==> src/rtl/fifo_rd_packer_pkg.sv <==
// -----------------------------------------------------------------------------
// fifo_pkg
// Shared definitions for the FIFO read-side packer.
//   state_t            : flush sequencing FSM encodings
//   DEFAULT_DATA_WIDTH : default width of one FIFO entry (one output lane)
// -----------------------------------------------------------------------------
package fifo_pkg;

  localparam int DEFAULT_DATA_WIDTH = 8;

  typedef enum logic [1:0] {
    S_FILL  = 2'd0,
    S_FLUSH = 2'd1,
    S_DONE  = 2'd2
  } state_t;

endpackage

==> src/rtl/fifo_rd_packer_if.sv <==
// -----------------------------------------------------------------------------
// fifo_rd_packer_if
// Packed-word output stream of the FIFO read-side packer.
//   m_data  : PACK lanes of DATA_WIDTH bits, lane i at [i*DATA_WIDTH +: DATA_WIDTH]
//   m_keep  : lane-valid mask (all ones except on flush words)
//   m_last  : marks a word produced by a flush
//   m_valid : word valid
//   m_ready : downstream accept
// Modports: master (packer side), slave (consumer side).
// -----------------------------------------------------------------------------
interface fifo_rd_packer_if
  import fifo_pkg::*;
#(
  parameter int DATA_WIDTH = DEFAULT_DATA_WIDTH,
  parameter int PACK       = 4
);

  logic [PACK*DATA_WIDTH-1:0] m_data;
  logic [PACK-1:0]            m_keep;
  logic                       m_last;
  logic                       m_valid;
  logic                       m_ready;

  modport master (
    output m_data,
    output m_keep,
    output m_last,
    output m_valid,
    input  m_ready
  );

  modport slave (
    input  m_data,
    input  m_keep,
    input  m_last,
    input  m_valid,
    output m_ready
  );

endinterface

==> src/rtl/fifo_rd_packer_pack_out_reg.sv <==
// -----------------------------------------------------------------------------
// pack_out_reg
// Output holding register for the packer: one word with keep/last behind a
// valid/ready handshake. Contents are frozen while m_valid && !m_ready.
// Ports:
//   rd_clk, rst : clock, asynchronous active-high reset
//   load        : capture load_* into the register (only asserted when free)
//   load_data   : packed word to present
//   load_keep   : lane mask to present
//   load_last   : flush marker to present
//   free        : register can take a word this cycle (empty or being accepted)
//   m           : output stream (master side)
// -----------------------------------------------------------------------------
module pack_out_reg
  import fifo_pkg::*;
#(
  parameter int DATA_WIDTH = DEFAULT_DATA_WIDTH,
  parameter int PACK       = 4
) (
  input  logic                       rd_clk,
  input  logic                       rst,
  input  logic                       load,
  input  logic [PACK*DATA_WIDTH-1:0] load_data,
  input  logic [PACK-1:0]            load_keep,
  input  logic                       load_last,
  output logic                       free,
  fifo_rd_packer_if.master           m
);

  logic [PACK*DATA_WIDTH-1:0] data_reg;
  logic [PACK-1:0]            keep_reg;
  logic                       last_reg;
  logic                       valid_reg;

  // A word being accepted this cycle frees the slot for a same-cycle reload.
  assign free = !valid_reg || m.m_ready;

  always_ff @(posedge rd_clk or posedge rst) begin
    if (rst) begin
      data_reg  <= '0;
      keep_reg  <= '0;
      last_reg  <= 1'b0;
      valid_reg <= 1'b0;
    end else if (load) begin
      data_reg  <= load_data;
      keep_reg  <= load_keep;
      last_reg  <= load_last;
      valid_reg <= 1'b1;
    end else if (m.m_ready) begin
      valid_reg <= 1'b0;
    end
  end

  assign m.m_data  = data_reg;
  assign m.m_keep  = keep_reg;
  assign m.m_last  = last_reg;
  assign m.m_valid = valid_reg;

endmodule

==> src/rtl/fifo_rd_packer.sv <==
// -----------------------------------------------------------------------------
// fifo_rd_packer
// Read-side drain stage of the asynchronous FIFO (rd_clk domain only).
// Pops entries, packs PACK of them into one word (first entry in lane 0) and
// presents the word on a valid/ready stream. A flush pulse emits any partial
// word with a lane mask and m_last, then pulses flush_done.
// Ports:
//   rd_clk      : sole clock
//   rst         : asynchronous active-high reset
//   fifo_rd     : pop request to the FIFO
//   fifo_empty  : FIFO empty flag
//   fifo_rdata  : FIFO read data, valid with fifo_valid
//   fifo_valid  : read data valid, one cycle after an accepted pop
//   flush       : pulse, emit whatever is accumulated
//   m           : packed output stream (m_data/m_keep/m_last/m_valid/m_ready)
//   flush_done  : one-cycle pulse once the flush has fully drained
//   proto_err   : sticky, fifo_valid seen with no pop in flight
// -----------------------------------------------------------------------------
module fifo_rd_packer
  import fifo_pkg::*;
#(
  parameter int DATA_WIDTH = DEFAULT_DATA_WIDTH,
  parameter int PACK       = 4,
  parameter int CNT_W      = 3
) (
  input  logic                  rd_clk,
  input  logic                  rst,
  output logic                  fifo_rd,
  input  logic                  fifo_empty,
  input  logic [DATA_WIDTH-1:0] fifo_rdata,
  input  logic                  fifo_valid,
  input  logic                  flush,
  fifo_rd_packer_if.master      m,
  output logic                  flush_done,
  output logic                  proto_err
);

  localparam logic [CNT_W-1:0] CNT_FULL = CNT_W'(PACK);
  localparam logic [CNT_W-1:0] CNT_LAST = CNT_W'(PACK - 1);

  state_t                             state_reg;
  logic                               flush_pend_reg;
  logic                               flush_done_reg;
  logic                               proto_err_reg;
  logic [CNT_W-1:0]                   cnt_reg;
  logic                               infl_reg;
  logic [PACK-1:0][DATA_WIDTH-1:0]    acc_reg;

  logic [CNT_W:0]                     occ;
  logic                               capture;
  logic                               cnt_full;
  logic                               handoff;
  logic                               flush_go;
  logic                               flush_emit;
  logic                               out_free;
  logic                               load;
  logic [PACK-1:0]                    lane_hit;
  logic [PACK-1:0]                    keep_flush;
  logic [PACK*DATA_WIDTH-1:0]         word;
  logic [PACK*DATA_WIDTH-1:0]         word_masked;

  // Lanes accumulated plus the one pop whose data is still on its way.
  assign occ      = {1'b0, cnt_reg} + {{CNT_W{1'b0}}, infl_reg};
  assign fifo_rd  = !rst && !fifo_empty && !flush_pend_reg && (occ < (CNT_W+1)'(PACK));

  assign capture  = fifo_valid && infl_reg;
  assign cnt_full = (cnt_reg == CNT_FULL);

  // The pop rule keeps cnt+infl <= PACK, so capture never coincides with a
  // full accumulator. The last lane is forwarded straight into the output
  // register, giving one cycle from its fifo_valid to m_valid.
  assign handoff  = (cnt_full || (capture && (cnt_reg == CNT_LAST))) && out_free;

  // Flush resolves only once nothing is in flight and no full word is waiting;
  // a full word always leaves through the normal handoff first.
  assign flush_go   = (state_reg == S_FLUSH) && !infl_reg && out_free && !cnt_full;
  assign flush_emit = flush_go && (cnt_reg != '0);

  genvar gi;
  generate
    for (gi = 0; gi < PACK; gi++) begin : g_lane
      assign lane_hit[gi]   = capture && (cnt_reg == CNT_W'(gi));
      assign keep_flush[gi] = (CNT_W'(gi) < cnt_reg);
      assign word[gi*DATA_WIDTH +: DATA_WIDTH] =
        lane_hit[gi] ? fifo_rdata : acc_reg[gi];
      assign word_masked[gi*DATA_WIDTH +: DATA_WIDTH] =
        keep_flush[gi] ? acc_reg[gi] : '0;
    end
  endgenerate

  assign load = handoff || flush_emit;

  pack_out_reg #(
    .DATA_WIDTH (DATA_WIDTH),
    .PACK       (PACK)
  ) u_out (
    .rd_clk    (rd_clk),
    .rst       (rst),
    .load      (load),
    .load_data (flush_emit ? word_masked : word),
    .load_keep (flush_emit ? keep_flush : {PACK{1'b1}}),
    .load_last (flush_emit),
    .free      (out_free),
    .m         (m)
  );

  // Accumulator, lane counter, in-flight tracking and protocol check.
  always_ff @(posedge rd_clk or posedge rst) begin
    if (rst) begin
      cnt_reg       <= '0;
      infl_reg      <= 1'b0;
      proto_err_reg <= 1'b0;
      acc_reg       <= '0;
    end else begin
      infl_reg <= fifo_rd;
      if (fifo_valid && !infl_reg) begin
        proto_err_reg <= 1'b1;
      end
      for (int i = 0; i < PACK; i++) begin
        if (lane_hit[i]) begin
          acc_reg[i] <= fifo_rdata;
        end
      end
      if (handoff || flush_go) begin
        cnt_reg <= '0;
      end else if (capture && !cnt_full) begin
        cnt_reg <= cnt_reg + CNT_W'(1);
      end
    end
  end

  // Flush sequencing. flush_done is raised once the flush word (if any) has
  // been accepted, so it marks the stream as fully drained.
  always_ff @(posedge rd_clk or posedge rst) begin
    if (rst) begin
      state_reg      <= S_FILL;
      flush_pend_reg <= 1'b0;
      flush_done_reg <= 1'b0;
    end else begin
      flush_done_reg <= 1'b0;
      case (state_reg)
        S_FILL: begin
          if (flush) begin
            state_reg      <= S_FLUSH;
            flush_pend_reg <= 1'b1;
          end
        end
        S_FLUSH: begin
          if (flush_go) begin
            state_reg <= S_DONE;
          end
        end
        S_DONE: begin
          if (out_free) begin
            flush_done_reg <= 1'b1;
            flush_pend_reg <= 1'b0;
            state_reg      <= S_FILL;
          end
        end
        default: begin
          state_reg <= S_FILL;
        end
      endcase
    end
  end

  assign flush_done = flush_done_reg;
  assign proto_err  = proto_err_reg;

endmodule

==> src/flat_wrapper.sv <==
// flat-port wrapper written by rule: the top's interface ports become plain ports
module fifo_rd_packer_flat import fifo_pkg::*;
#(
  parameter int DATA_WIDTH = DEFAULT_DATA_WIDTH,
  parameter int PACK       = 4,
  parameter int CNT_W      = 3
)
  (rd_clk, rst, fifo_rd, fifo_empty, fifo_rdata, fifo_valid, flush, flush_done, proto_err, m_m_data, m_m_keep, m_m_last, m_m_valid, m_m_ready);
  fifo_rd_packer_if #(.DATA_WIDTH(DATA_WIDTH), .PACK(PACK)) m_i ();
  input  logic rd_clk;
  input  logic rst;
  output logic fifo_rd;
  input  logic fifo_empty;
  input  logic [DATA_WIDTH-1:0] fifo_rdata;
  input  logic fifo_valid;
  input  logic flush;
  output logic flush_done;
  output logic proto_err;
  output wire logic [$bits(m_i.m_data)-1:0] m_m_data;
  output wire logic [$bits(m_i.m_keep)-1:0] m_m_keep;
  output wire logic [$bits(m_i.m_last)-1:0] m_m_last;
  output wire logic [$bits(m_i.m_valid)-1:0] m_m_valid;
  input wire logic [$bits(m_i.m_ready)-1:0] m_m_ready;
  assign m_m_data = m_i.m_data;
  assign m_m_keep = m_i.m_keep;
  assign m_m_last = m_i.m_last;
  assign m_m_valid = m_i.m_valid;
  assign m_i.m_ready = m_m_ready;
  fifo_rd_packer #(.DATA_WIDTH(DATA_WIDTH), .PACK(PACK), .CNT_W(CNT_W)) u_core (.rd_clk(rd_clk), .rst(rst), .fifo_rd(fifo_rd), .fifo_empty(fifo_empty), .fifo_rdata(fifo_rdata), .fifo_valid(fifo_valid), .flush(flush), .m(m_i), .flush_done(flush_done), .proto_err(proto_err));
endmodule
==> config.mk <==
export PLATFORM = sky130hd
export DESIGN_NAME = fifo_rd_packer_flat
export DESIGN_NICKNAME = d
export VERILOG_FILES = /design/src/rtl/fifo_rd_packer_pkg.sv /design/src/rtl/fifo_rd_packer_if.sv /design/src/rtl/fifo_rd_packer_pack_out_reg.sv /design/src/rtl/fifo_rd_packer.sv /design/src/flat_wrapper.sv
export SDC_FILE = /design/constraint.sdc
export NUM_CORES = 1
export LEC_CHECK = 0
export CAP_MARGIN = 20
export CORE_ASPECT_RATIO = 1.75
export CORE_MARGIN = 4
export CORE_UTILIZATION = 55
export CTS_BUF_LIST = sky130_fd_sc_hd__clkbuf_8
export DETAILED_ROUTE_END_ITERATION = 8
export PLACE_DENSITY = 0.82
export SLEW_MARGIN = 10
export SYNTH_ARGS = -nofsm -noshare
export SYNTH_HDL_FRONTEND = slang
export SYNTH_SLANG_ARGS = --single-unit
==> constraint.sdc <==
create_clock -name rd_clk -period 2.91 [get_ports rd_clk]
set_input_delay 0.291 -clock rd_clk [delete_from_list [all_inputs] [get_ports rd_clk]]
set_output_delay 0.291 -clock rd_clk [all_outputs]
set_load 0.05 [all_outputs]
After elaboration in Yosys (flattened, before gate mapping)
Cells that the tools add are included.
Storage, ports and cells
  latch bits: 0
  bits of input ports: 14
  output and inout port bits: 41
  register bits after elaboration: 79
  memories kept: 0
  bits in read-only memories: 0
  bits in writable memories: 0
  logic and storage cells: 86
Operators by class
  multiplexer cells: 23
  divide/modulo/power cells: 0
  $add $sub $neg: 2
  equal/unequal tests: 9
  shift-type cells: 0
  reduce and logical (&&, ||, !) cells: 33
  multiply operators: 0
  bitwise logic cells: 0
  order comparisons: 5
Operator list (count)
  8-bit 2-to-1 mux: 8
  32-bit 2-to-1 mux: 1
  1-bit logical AND: 15
  3-bit by 2-bit equality test with 1-bit output (second input constant): 2
  1-bit zero test: 6
  1-bit by 3-bit less-than comparator with 1-bit output (first input constant): 2
  2-bit by 3-bit less-than comparator with 1-bit output (first input constant): 2
  1-bit 2-to-1 mux: 6
  2-bit 2-to-1 mux: 3
  3-bit 2-to-1 mux: 2
  2-bit case mux with 3 select lines: 1
  3-bit AND reduction: 2
  2-bit nonzero test: 3
  3-bit by 1-bit adder with 4-bit output: 1
  1-bit logical OR: 4
  4-bit by 3-bit less-than comparator with 1-bit output (second input constant): 1
  4-bit 2-to-1 mux: 1
  2-bit by 1-bit inequality test with 1-bit output (second input constant): 2
  3-bit by 1-bit adder with 3-bit output (second input constant): 1
  3-bit by 1-bit equality test with 1-bit output (second input constant): 1
  3-bit equality test (second input constant): 1
  3-bit zero test: 1
  3-bit nonzero test: 1
  2-bit by 1-bit equality test with 1-bit output (second input constant): 1
  4 further kinds: 4

Logic depth before layout (Yosys ltp)
Gate-level depths: netlist of the first run.
  depth after elaboration: 7
  mapped depth: 8
  depth with buffers taken out: 6

Modules after synthesis
From an unflattened synthesis of the first run, not the netlist that was laid out.
Second synthesis, totals
  cell total of the unflattened synthesis: 280
  area, all modules: 3519.6 µm²
Modules (own cells, without submodules)
  fifo_rd_packer: times used 1, sequential area each 1026.0 µm², area each 2025.7 µm², cells an instance 198
  pack_out_reg: times used 1, sequential area each 950.9 µm², area each 1493.9 µm², cells an instance 82

Worst setup path after synthesis of the first run
No wires, ideal clock.
  path kind: reg-to-output
  start point: reg u_core.cnt_reg[2]
  end point: out fifo_rd
  buffers on the path: 1
  cell stages (with the launch flop): 4
  arrival time: 1.821 ns
  path slack: 0.798 ns
  data required time: 2.619 ns
  path through: dfrtp_1 -> buf_2 -> or4_1 -> a21oi_1
Between the ends
  cells in the longest elaborated chain, start to end: 3
Ends and longest elaborated chain
  start, declared: RTL line fifo_rd_packer.sv:45  | logic [CNT_W-1:0] cnt_reg;
  start signal, assigned: RTL line fifo_rd_packer.sv:127  | cnt_reg <= cnt_reg + CNT_W'(1);
  3-bit by 1-bit adder with 4-bit output: RTL line fifo_rd_packer.sv:63  | assign occ = {1'b0, cnt_reg} + {{CNT_W{1'b0}}, infl_reg};
  4-bit by 3-bit less-than comparator with 1-bit output: RTL line fifo_rd_packer.sv:64  | assign fifo_rd = !rst && !fifo_empty && !flush_pend_reg && (occ < (CNT_W+1)'(PACK));
  1-bit logical AND: RTL line fifo_rd_packer.sv:64
  end, declared: RTL line flat_wrapper.sv:12  | output logic fifo_rd;
No other way between the ends.

Worst setup path after layout of the first run
Ends and elaborated chain as after synthesis.

==> key figures, run 1 <==
Status
  • Status: complete, no violations

STA
  • Slew HR: 0.5092
  • Fin crit share: 0.9278
  • Final setup fails: 0
  • Peak Freq: 0.3704 GHz
  • Hold slack: 0.4056 ns
  • Hold Vio Cnt, Final: 0
  • Final worst setup slack: 0.2101 ns
  • Least-Margin Pin Slew: 0.7351 ns
  • Worst clock skew: 0.007273 ns
  • Setup TNS: 0 ns
  • Tmin final: 2.700 ns
  • Slew Viols, Final: 0
  • RSZ-0062 raised after global routing: false

Critical path
  • Startpoint Class: flip-flop
  • Worst-path maximum fanout: 11
  • Worst Setup EP: fifo_rd
  • Reg2Reg Setup Slack: 0.55 ns
  • Critical R2R Capture: u_core.u_out.m.m_data[4]$_DFFE_PP0P_
  • Worst path max stage delay: 0.83 ns
  • Start point of the critical path: u_core.cnt_reg[2]$_DFFE_PP0P_
  • Worst path cell trace: or4_1 -> a21oi_1 -> clkdlybuf4s50_1
  • Slowest library cell on the worst path: clkdlybuf4s50_1
  • Crit path capture type: primary output
  • Data arrival, critical path: 2.41 ns
  • R2r startpoint: u_core.cnt_reg[0]$_DFFE_PP0P_
  • Reg2Reg Depth: 7
  • CP required: 2.62 ns
  • Crit path kind: flip-flop to primary output

Synthesis
  • Syn Inst Count: 251
  • Largest family of logic cells by synthesized area: compound AO/OA/AOI/OAI gates
  • Post-synth EDFFs: 0
  • Post-synthesis adder-cell area fraction: 0.01094
  • Ys async rst share: 1.000
  • Syn avg cell area: 13.67 um^2
  • Synth Net Count: 268
  • Ys Warns: 0
  • Compound-cell area share of the yosys netlist: 0.1331
  • Simple logic cell fraction of the synthesized area: 0.1309
  • Mux cell area share after synthesis: 0.1050
  • Ys flop type: dfrtp_1
  • Synth cell types: 42
  • Post-Synth XOR/XNOR Area: 0.002552
  • Synth Cell Area: 3432 um^2
  • Register area share after synthesis: 0.5760
  • Yosys reg bits: 79

Floorplan
  • Rows: 37
  • Initial Util: 0.5747
  • Chip height: 112.5 um
  • DIE AREA: 7618 um^2
  • Io pins: 55
  • Die width: 67.72 um
  • CORE AREA: 5972 um^2

Detailed routing
  • Vias per std cell: 6.034
  • 1st-iter DRT viols: 234
  • Post-DRT Antenna Nets: 0
  • DR WL/cell: 19.46 um
  • DR vias: 2341
  • 1st-pass router iterations: 4
  • Post-Route WL: 7.551 mm
  • Residual DRC: 0

GRT
  • First-pass GRT wire length: 12.57 mm
  • Vias in the first global route: 2505
  • Remaining global-route overflow: 0
  • Largest net degree at the start of global routing: 46
  • GRT Util Overall: 0.2225
  • Initial antenna violation count: 0

Layout
  • Number of nets in the layout: 322
  • Most common cell after layout, fill and taps aside: dfrtp_1
  • Synth-to-layout area growth: 22.27%
  • Most frequent cells in the layout: 79 x dfrtp_1, 54 x clkdlybuf4s50_1, 32 x a221o_1
  • Ant diodes: 0
  • Share of cells above drive strength 1: 0.1806

Clock tree
  • H-tree Lvls: 3
  • Postcts setup bufs: 0
  • Cts hold-fix bufs: 0
  • Sink Count: 79
  • Clk buf depth: 2
  • CTS Buf Count: 9
  • Worst-Skew Late Latency: 0.35 ns
  • PostCTS Resize Cnt: 0
  • Clk slew on worst S/H paths: 0.07 ns
  • Clock root buffer: clkbuf_8
  • CTS tree: done

Pwr
  • Max rail drop VDD: 0.0006282 V
  • P_leak: 1.919 nW
  • Cell Pwr Density: 829.3 nW/um^2

Place
  • Dpl hpwl: 5.132 mm
  • Port bufs: 54
  • GPL Wtd Cong: 0.8865
  • Setup WS pre-CTS: 0.4808 ns

Flow run
  • Max-Cap Viols: 0

Hold path
  • Min-delay worst type: primary input to async pin
-- power breakdown --
part,switching (mW),internal (mW),total [mW]
sequential,0.156,1.34,1.50
combinational,0.676,0.412,1.09
clock,0.393,0.503,0.896
-- critical path, delay by kind of cell, from the launching register on --
family          cells  cell delay, ns
flops               1            0.51
simple gates        1            0.55
buf+inv             1            0.83
compound gates      1            0.17
-- metrics by stage --
stage	util	instance area [um^2]	total power, mW	cells
2_1_floorplan	-	3432	2.262	251
3_3_place_gp	0.6654	3974	2.565	372
3_5_place_dp	0.6654	3974	2.603	372
4_1_cts	0.7027	4197	3.499	388
5_1_grt	0.7027	4197	3.640	388
6_report	0.7027	4197	3.480	388
-- area by class of cell --
type	instances	area [um^2]
clock buffer	10	137.6
clock inverter	6	85.08
fill	406	1775
inverter	5	18.77
multi-input combinational	154	1313
sequential	79	1977
tap	78	97.59
timing repair buffer	56	568.0
-- synthesized netlist by cell type, drive strengths merged (2+ instances only) --
master / n / area (um^2)
and3: 9 / 60.06
nor3b: 17 / 127.6
nand2: 8 / 32.54
a211oi: 3 / 27.52
o21ai: 3 / 15.01
a2bb2oi: 2 / 17.52
dfrtp: 79 / 1977
a21oi: 5 / 25.02
nor2: 11 / 48.80
a221o: 32 / 320.3
inv: 5 / 18.77
and2: 11 / 83.83
nor3: 3 / 25.02
mux2: 32 / 360.3
buf: 12 / 120.1
ha: 3 / 37.54
-- how the worst min path moves through the flow --
stage / from / endpoint / slack (ns) / depth (start not counted)
floorplan: fifo_valid / u_core.proto_err$_DFFE_PP0P_ / 0.41 / 1
global placement: u_core.proto_err$_DFFE_PP0P_ / u_core.proto_err$_DFFE_PP0P_ / 0.44 / 1
detailed placement: u_core.proto_err$_DFFE_PP0P_ / u_core.proto_err$_DFFE_PP0P_ / 0.46 / 1
CTS: rst / u_core.acc_reg[2]$_DFF_PP0_ / 0.42 / 2
global route: rst / u_core.acc_reg[13]$_DFF_PP0_ / 0.47 / 2
finish: rst / u_core.infl_reg$_DFF_PP0_ / 0.41 / 2
-- per-layer routing --
| layer | GRT usage | vias up | share of wire |
|---|---|---|---|
| li1 | - | 1055 | - |
| met1 | 0.2801 | 1216 | 0.41 |
| met2 | 0.3604 | 55 | 0.53 |
| met3 | 0.04104 | 15 | 0.034 |
| met4 | 0.1057 | 0 | 0.027 |
| met5 | 0 | - | 0 |
-- cell families (layout without fill, tap and decap cells) --
group / Yosys count / count (layout)
adder cells (fa/ha/maj): 3 / 3
buffers and inverters: 18 / 77
flip-flops: 79 / 79
AND/OR/NAND/NOR: 67 / 67
XOR/XNOR: 1 / 1
multiplexers: 32 / 32
AO/OA/AOI/OAI: 51 / 51
Power figures use the tool's default switching activity.
==> run 2: changes to the inputs <==
- SLEW_MARGIN: 10 -> default
==> results of run 2 <==
The final DEF is identical to that of run 1; final timing and power are the same.
